<file path="config.mk">
export PLATFORM = sky130hd
export DESIGN_NAME = nco_phase_bank
export DESIGN_NICKNAME = d
export VERILOG_FILES = /design/src/rtl/nco_phase_bank_pkg.sv /design/src/rtl/nco_acc_lane.sv /design/src/rtl/nco_phase_bank.sv
export SDC_FILE = /design/constraint.sdc
export NUM_CORES = 1
export LEC_CHECK = 0
export CAP_MARGIN = 10
export CORE_UTILIZATION = 45
export CTS_CLUSTER_SIZE = 14
export DETAILED_ROUTE_END_ITERATION = 7
export GPL_TIMING_DRIVEN = 0
export PLACE_DENSITY = 0.62
export SYNTH_ARGS = -nofsm -noshare
export SYNTH_HDL_FRONTEND = slang
export SYNTH_SLANG_ARGS = --single-unit
</file>
<file path="constraint.sdc">
create_clock -name clk -period 2.9 [get_ports clk]
set_clock_uncertainty 0.05 [all_clocks]
set_input_delay 0.435 -clock clk [delete_from_list [all_inputs] [get_ports clk]]
set_output_delay 0.435 -clock clk [all_outputs]
set_load 0.005 [all_outputs]
</file>
<file path="src/rtl/nco_phase_bank_pkg.sv">
//------------------------------------------------------------------------------
// nco_phase_bank_pkg : shared config-select encodings and width helper
// Revision: 1.0
//------------------------------------------------------------------------------
`default_nettype none

package nco_phase_bank_pkg;

  localparam logic [1:0] CFG_STEP      = 2'd0;
  localparam logic [1:0] CFG_OFFSET    = 2'd1;
  localparam logic [1:0] CFG_SWEEP_INC = 2'd2;
  localparam logic [1:0] CFG_SWEEP_LIM = 2'd3;

  // Channel-select width leaves room for at least one out-of-range code,
  // so a bad channel address is always representable and detectable.
  function automatic int ch_w(input int nch);
    return (nch < 1) ? 1 : $clog2(nch + 1);
  endfunction

endpackage

`default_nettype wire

</file>
<file path="src/rtl/nco_acc_lane.sv">
//------------------------------------------------------------------------------
// nco_acc_lane : one NCO channel - shadow/active config, accumulator, wrap
// Optional linear sweep when NCO_SWEEP_EN is defined.  Revision: 1.0
//------------------------------------------------------------------------------
`default_nettype none

module nco_acc_lane
  import nco_phase_bank_pkg::*;
#(
  parameter int ACC_W = 32,
  parameter int OUT_W = 8
) (
  input  logic             clk,
  input  logic             rst_n,
  input  logic             en_i,
  input  logic             sync_i,
  input  logic             wr_en_i,
  input  logic [1:0]       wr_sel_i,
  input  logic [ACC_W-1:0] wr_data_i,
  input  logic             commit_i,
  output logic [OUT_W-1:0] phase_o,
  output logic             wrap_o
);

  logic [ACC_W-1:0] step_sh_q, step_sh_d, step_act_q;
  logic [ACC_W-1:0] off_sh_q, off_sh_d, off_act_q;
  logic [ACC_W-1:0] acc_q;
  logic [OUT_W-1:0] phase_q;
  logic             wrap_q;
  logic [ACC_W-1:0] step_eff;
  logic [ACC_W:0]   acc_sum;

  // Shadow next-state includes a same-cycle write so a commit can bypass it.
  always_comb begin
    step_sh_d = step_sh_q;
    off_sh_d  = off_sh_q;
    if (wr_en_i && (wr_sel_i == CFG_STEP))   step_sh_d = wr_data_i;
    if (wr_en_i && (wr_sel_i == CFG_OFFSET)) off_sh_d  = wr_data_i;
  end

`ifdef NCO_SWEEP_EN
  logic [ACC_W-1:0] inc_sh_q, inc_sh_d, inc_act_q;
  logic [ACC_W-1:0] lim_sh_q, lim_sh_d, lim_act_q;
  logic [ACC_W-1:0] sweep_q, sweep_d;
  logic [ACC_W:0]   sweep_sum;

  always_comb begin
    inc_sh_d  = inc_sh_q;
    lim_sh_d  = lim_sh_q;
    if (wr_en_i && (wr_sel_i == CFG_SWEEP_INC)) inc_sh_d = wr_data_i;
    if (wr_en_i && (wr_sel_i == CFG_SWEEP_LIM)) lim_sh_d = wr_data_i;
    sweep_sum = {1'b0, sweep_q} + {1'b0, inc_act_q};
    sweep_d   = sweep_q;
    if (sync_i || commit_i) begin
      sweep_d = '0;
    end else if (en_i) begin
      if (inc_act_q == '0)                    sweep_d = '0;
      else if (sweep_sum > {1'b0, lim_act_q}) sweep_d = '0;
      else                                    sweep_d = sweep_sum[ACC_W-1:0];
    end
  end

  always_ff @(posedge clk) begin
    if (!rst_n) begin
      inc_sh_q  <= '0;
      inc_act_q <= '0;
      lim_sh_q  <= '0;
      lim_act_q <= '0;
      sweep_q   <= '0;
    end else begin
      inc_sh_q <= inc_sh_d;
      lim_sh_q <= lim_sh_d;
      if (commit_i) begin
        inc_act_q <= inc_sh_d;
        lim_act_q <= lim_sh_d;
      end
      sweep_q <= sweep_d;
    end
  end

  assign step_eff = step_act_q + sweep_q;
`else
  assign step_eff = step_act_q;
`endif

  assign acc_sum = {1'b0, acc_q} + {1'b0, step_eff};

  always_ff @(posedge clk) begin
    if (!rst_n) begin
      step_sh_q  <= '0;
      step_act_q <= '0;
      off_sh_q   <= '0;
      off_act_q  <= '0;
      acc_q      <= '0;
      phase_q    <= '0;
      wrap_q     <= 1'b0;
    end else begin
      step_sh_q <= step_sh_d;
      off_sh_q  <= off_sh_d;
      if (commit_i) begin
        step_act_q <= step_sh_d;
        off_act_q  <= off_sh_d;
      end
      if (sync_i) begin
        acc_q  <= '0;
        wrap_q <= 1'b0;
      end else if (en_i) begin
        acc_q   <= acc_sum[ACC_W-1:0];
        wrap_q  <= acc_sum[ACC_W];
        phase_q <= OUT_W'((acc_q + off_act_q) >> (ACC_W - OUT_W));
      end else begin
        wrap_q <= 1'b0;
      end
    end
  end

  assign phase_o = phase_q;
  assign wrap_o  = wrap_q;

endmodule

`default_nettype wire

</file>
<file path="src/rtl/nco_phase_bank.sv">
//------------------------------------------------------------------------------
// nco_phase_bank : multi-channel NCO phase accumulator bank with config port
// Optional sweep feature: NCO_SWEEP_EN.  Revision: 1.0
//------------------------------------------------------------------------------
`default_nettype none

module nco_phase_bank
  import nco_phase_bank_pkg::*;
#(
  parameter  int NCH   = 2,
  parameter  int ACC_W = 32,
  parameter  int OUT_W = 8,
  localparam int CH_W  = ch_w(NCH)
) (
  input  logic               clk,
  input  logic               rst_n,
  input  logic               en,
  input  logic               sync,
  input  logic               cfg_valid,
  output logic               cfg_ready,
  input  logic [CH_W-1:0]    cfg_ch,
  input  logic [1:0]         cfg_sel,
  input  logic [ACC_W-1:0]   cfg_data,
  input  logic               cfg_commit,
  output logic               cfg_err,
  output logic [NCH*OUT_W-1:0] phase_out,
  output logic               phase_valid,
  output logic [NCH-1:0]     wrap
);

  logic cfg_ready_q, cfg_err_q, phase_valid_q;
  logic wr_acc, ch_ok;

  assign wr_acc = cfg_valid & cfg_ready_q;
  assign ch_ok  = (cfg_ch < CH_W'(NCH));

  always_ff @(posedge clk) begin
    if (!rst_n) begin
      cfg_ready_q   <= 1'b0;
      cfg_err_q     <= 1'b0;
      phase_valid_q <= 1'b0;
    end else begin
      cfg_ready_q   <= 1'b1;
      if (wr_acc && !ch_ok) cfg_err_q <= 1'b1;
      phase_valid_q <= en & ~sync;
    end
  end

  for (genvar i = 0; i < NCH; i++) begin : g_lane
    nco_acc_lane #(
      .ACC_W (ACC_W),
      .OUT_W (OUT_W)
    ) u_lane (
      .clk       (clk),
      .rst_n     (rst_n),
      .en_i      (en),
      .sync_i    (sync),
      .wr_en_i   (wr_acc && ch_ok && (cfg_ch == CH_W'(i))),
      .wr_sel_i  (cfg_sel),
      .wr_data_i (cfg_data),
      .commit_i  (cfg_commit),
      .phase_o   (phase_out[i*OUT_W +: OUT_W]),
      .wrap_o    (wrap[i])
    );
  end

  assign cfg_ready   = cfg_ready_q;
  assign cfg_err     = cfg_err_q;
  assign phase_valid = phase_valid_q;

endmodule

`default_nettype wire

</file>
==> summary.txt <==
Outcome
  – Status: finished clean

Final layout
  – Inserted Diodes: 0
  – Fin nets: 2,041
  – Final Util: 0.5369
  – Synthesis-to-finish area growth: 17.04%
  – Layout cells sized above 1: 0.07312
  – Fin cells: roughly 2.4k

Synthesis
  – Net Count, Synth: 1,923
  – Synthesized area: 0.01683 mm2
  – Cell taking the most area after synthesis: dfxtp_1
  – Main synth FF type: dfxtp_1
  – Synth area leaders: dfxtp_1 41%, mux2i_1 9.3%, ha_1 9.2%
  – Post-synth EDFFs: 0
  – Most frequent cell after synthesis: dfxtp_1
  – Synthesis Warnings: 0
  – Synth async-reset ratio: 0
  – Flops & latches, synth: 341
  – Library cells used by synthesis: approximately 70
  – Sequential area share after synthesis: 0.4055
  – Synth top area share: 0.4055
  – Syn Area/Cell: 9.592 um2
  – Most frequent cells after synthesis: 341 x dfxtp_1, 200 x nand2_1, 156 x mux2i_1
  – Gate Count Post-Synth: 1,755

Worst setup path
  – Slowest-stage cell, CP: fa_2
  – Critical Path RT: 3.23 ns
  – Type of destination of the critical path: flip-flop
  – Startpoint types: flip-flop
  – CP Data Arrival Time: roughly 3.2 ns
  – Slowest stage delay, CP: approximately 0.40 ns
  – Critical Setup Path Class: reg -> reg
  – Worst-path maximum fanout: 3
  – Critical-path cell list: ha_4 > fa_2 > a21o_1 > a21o_1 > a211oi_2 > nor4b_2 > a31oi_2 > buf_6 > o21ai_4 > a21oi_4 > buf_6 > xor2_1 > o21ai_1

Floorplanning
  – Die area: 0.03819 mm2
  – Boundary pin count: 63
  – Starting Density: 0.4587
  – Die width: 195.4 um
  – Num rows: 70
  – Core box area: 0.03670 mm2
  – Chip height: between 150 and 200 um

STA
  – Slew margin rel.: 0.3815
  – RSZ-0062 raised after global routing: yes
  – Fin Setup TNS: 0 ns
  – Final setup fails: 0
  – Hold WS: 0.4108 ns
  – Final Cycle Share: 0.9773
  – Final hold vios: 0
  – Fin crit period: 2.834 ns
  – Worst Max-Slew Pin Slew: about 0.93 ns
  – Slew Limit Fails: 0
  – Worst Setup Slack, final: 0.06570 ns
  – Fmax: 352.8 MHz

Placed design
  – Post-DP HPWL: 33,560 um
  – Routability cong.: 0.8858
  – Dpl ws: -0.3763 ns
  – Placed Cells: 2,284
  – Input/output buffers: 61

GRT
  – First-pass GRT wire length: 69,440 um
  – Total gr overflow: 0
  – Initial antenna violation count: 0
  – Grt met1 use: 0.3081
  – GR met3 Demand/Resource: 0.03040
  – GRT Total Usage: 0.2310
  – M2 GR Usage: 0.3980
  – Busiest layer in global routing: met2
  – Vias in the first global route: approximately 13k
  – Largest net degree at the start of global routing: 13

Routing
  – Wire length per cell: 18.58 um
  – DRT Pass-1 Iters: 5
  – Final ANT Viol Nets: 0
  – Vias post-DR: 13.04k
  – Vias per Instance: approximately 5.5
  – WL final: 44,010 um
  – DRC viols: 0
  – Drt first-iter violations: 794

Power
  – Psw: 2532 uW
  – Int Pwr: 8045 uW
  – Leak: ~0.010 uW
  – Combinational power share: 0.086
  – Clk network pwr share: 0.450
  – Worst vdd ir: about 0.46 mV
  – Switching Share: 0.2394
  – Pwr per Cell Area: 536.8 mW/mm2
  – Flop pwr share: 0.464

Clock network
  – Clock Path Buffers: 3
  – Clk sink count: 341
  – Clk Latency, worst-skew pair: 0.53 ns
  – H-tree depth: 2
  – Clock-pin slew on the worst setup and hold paths: approximately 0.06 ns
  – CTS tree: built
  – CTS root buf: clkbuf_16
  – CTS buffer count: 38

Worst hold path
  – Worst hold path type: reg -> reg

Flow run
  – Max-cap violation count: 0
==> per-stage QoR <==
stage | cell area (um2) | total power, uW
floorplan | 16830 | 5550
global placement | 18030 | 5876
detailed placement | 18030 | 5895
CTS | 19420 | 10670
global route | 19700 | 10960
finish | 19700 | 10580
==> per-layer routing <==
| metal | routed length (um) | share of wire |
|---|---|---|
| met1 | 20890 | 0.47 |
| met2 | 21020 | 0.48 |
| met3 | 1483 | 0.034 |
| met4 | 619 | 0.014 |
| met5 | 0 | 0 |
==> layout by cell type (no fill, tap or decap), drive strengths merged, types with 5 or more instances in the layout <==
cell type and instances:
nand2b 7, dfxtp 341, o21bai 12, nor2b 137, o211a 129, a211oi 14, xor2 30, and2 10
a21o 49, and3 9, a21oi 88, ha 124, inv 15, clkdlybuf4s50 61, o31ai 5, a31oi 13
nand3 37, clkbuf 142, xnor2 42, nand2 200, mux2i 156, nand4 9, nor2 60, o21a 9
nor3 10, buf 39, o21ai 89
==> worst paths after layout <==
check	slack [ns]	cells after the start	start	end
worst max register to register	0.07	13	g_lane[0].u_lane.acc_q[0]	g_lane[0].u_lane.acc_q[26]
worst max-delay path	0.07	13	g_lane[0].u_lane.acc_q[0]	g_lane[0].u_lane.acc_q[26]
worst min-delay path	0.41	2	g_lane[1].u_lane.phase_o[0]	g_lane[1].u_lane.phase_o[0]
worst min register to register	0.41	2	g_lane[1].u_lane.phase_o[0]	g_lane[1].u_lane.phase_o[0]
==> kinds of logic after synthesis <==
family / synth area share
AND/OR/NAND/NOR: 0.1449
AO/OA/AOI/OAI: 0.1979
flip-flops: 0.4055
multiplexers: 0.09276
adder cells (fa/ha/maj): 0.09454
buffers and inverters: 0.02683
XOR/XNOR: 0.03746
==> what timing repair did <==
item,CTS,global route
pin swaps,17,34
setup buffers,8,12
endpoints found under the hold margin,0,0
setup endpoints to repair,18,19
hold buffers,0,0
resized for setup,19,47
==> flip-flops by register name, summed over array words and instances (netlist names) <==
name and cells:
g_lane.u_lane.acc_q 64, g_lane.u_lane.off_act_q 64, g_lane.u_lane.off_sh_q 64, g_lane.u_lane.step_act_q 64, g_lane.u_lane.step_sh_q 64, g_lane.u_lane.phase_o 16
g_lane.u_lane.wrap_o 2, cfg_err 1, cfg_ready 1, phase_valid 1
==> power by group through the flow <==
| stage | clock, uW | sequential [uW] | combinational (uW) |
|---|---|---|---|
| after floorplan | 0 | 4970 | 576 |
| after global placement | 0 | 5000 | 871 |
| after detailed placement | 0 | 5010 | 888 |
| after CTS | 4870 | 4900 | 898 |
| after global routing | 5040 | 4920 | 998 |
| final | 4760 | 4910 | 907 |
==> critical path, delay by kind of cell, from the launching register on <==
family	cells	cell delay, ns
compound gates	7	1.22
fa+ha+maj	2	0.57
buf+inv	2	0.27
xor+xnor	1	0.14
simple gates	1	0.10
flops	1	0.34
==> final cells by class <==
type | count | area, um2
plain buffers | 100 | 387.9
well taps | 468 | 585.6
clock inverters | 6 | 65.06
clock buffers | 62 | 1175
repair buffers | 80 | 764.5
fillers | 3351 | 17000
inverters | 15 | 56.30
multi-input cells | 1297 | 9829
flip-flops and latches | 341 | 6839
(Power assumes the default switching activity.)
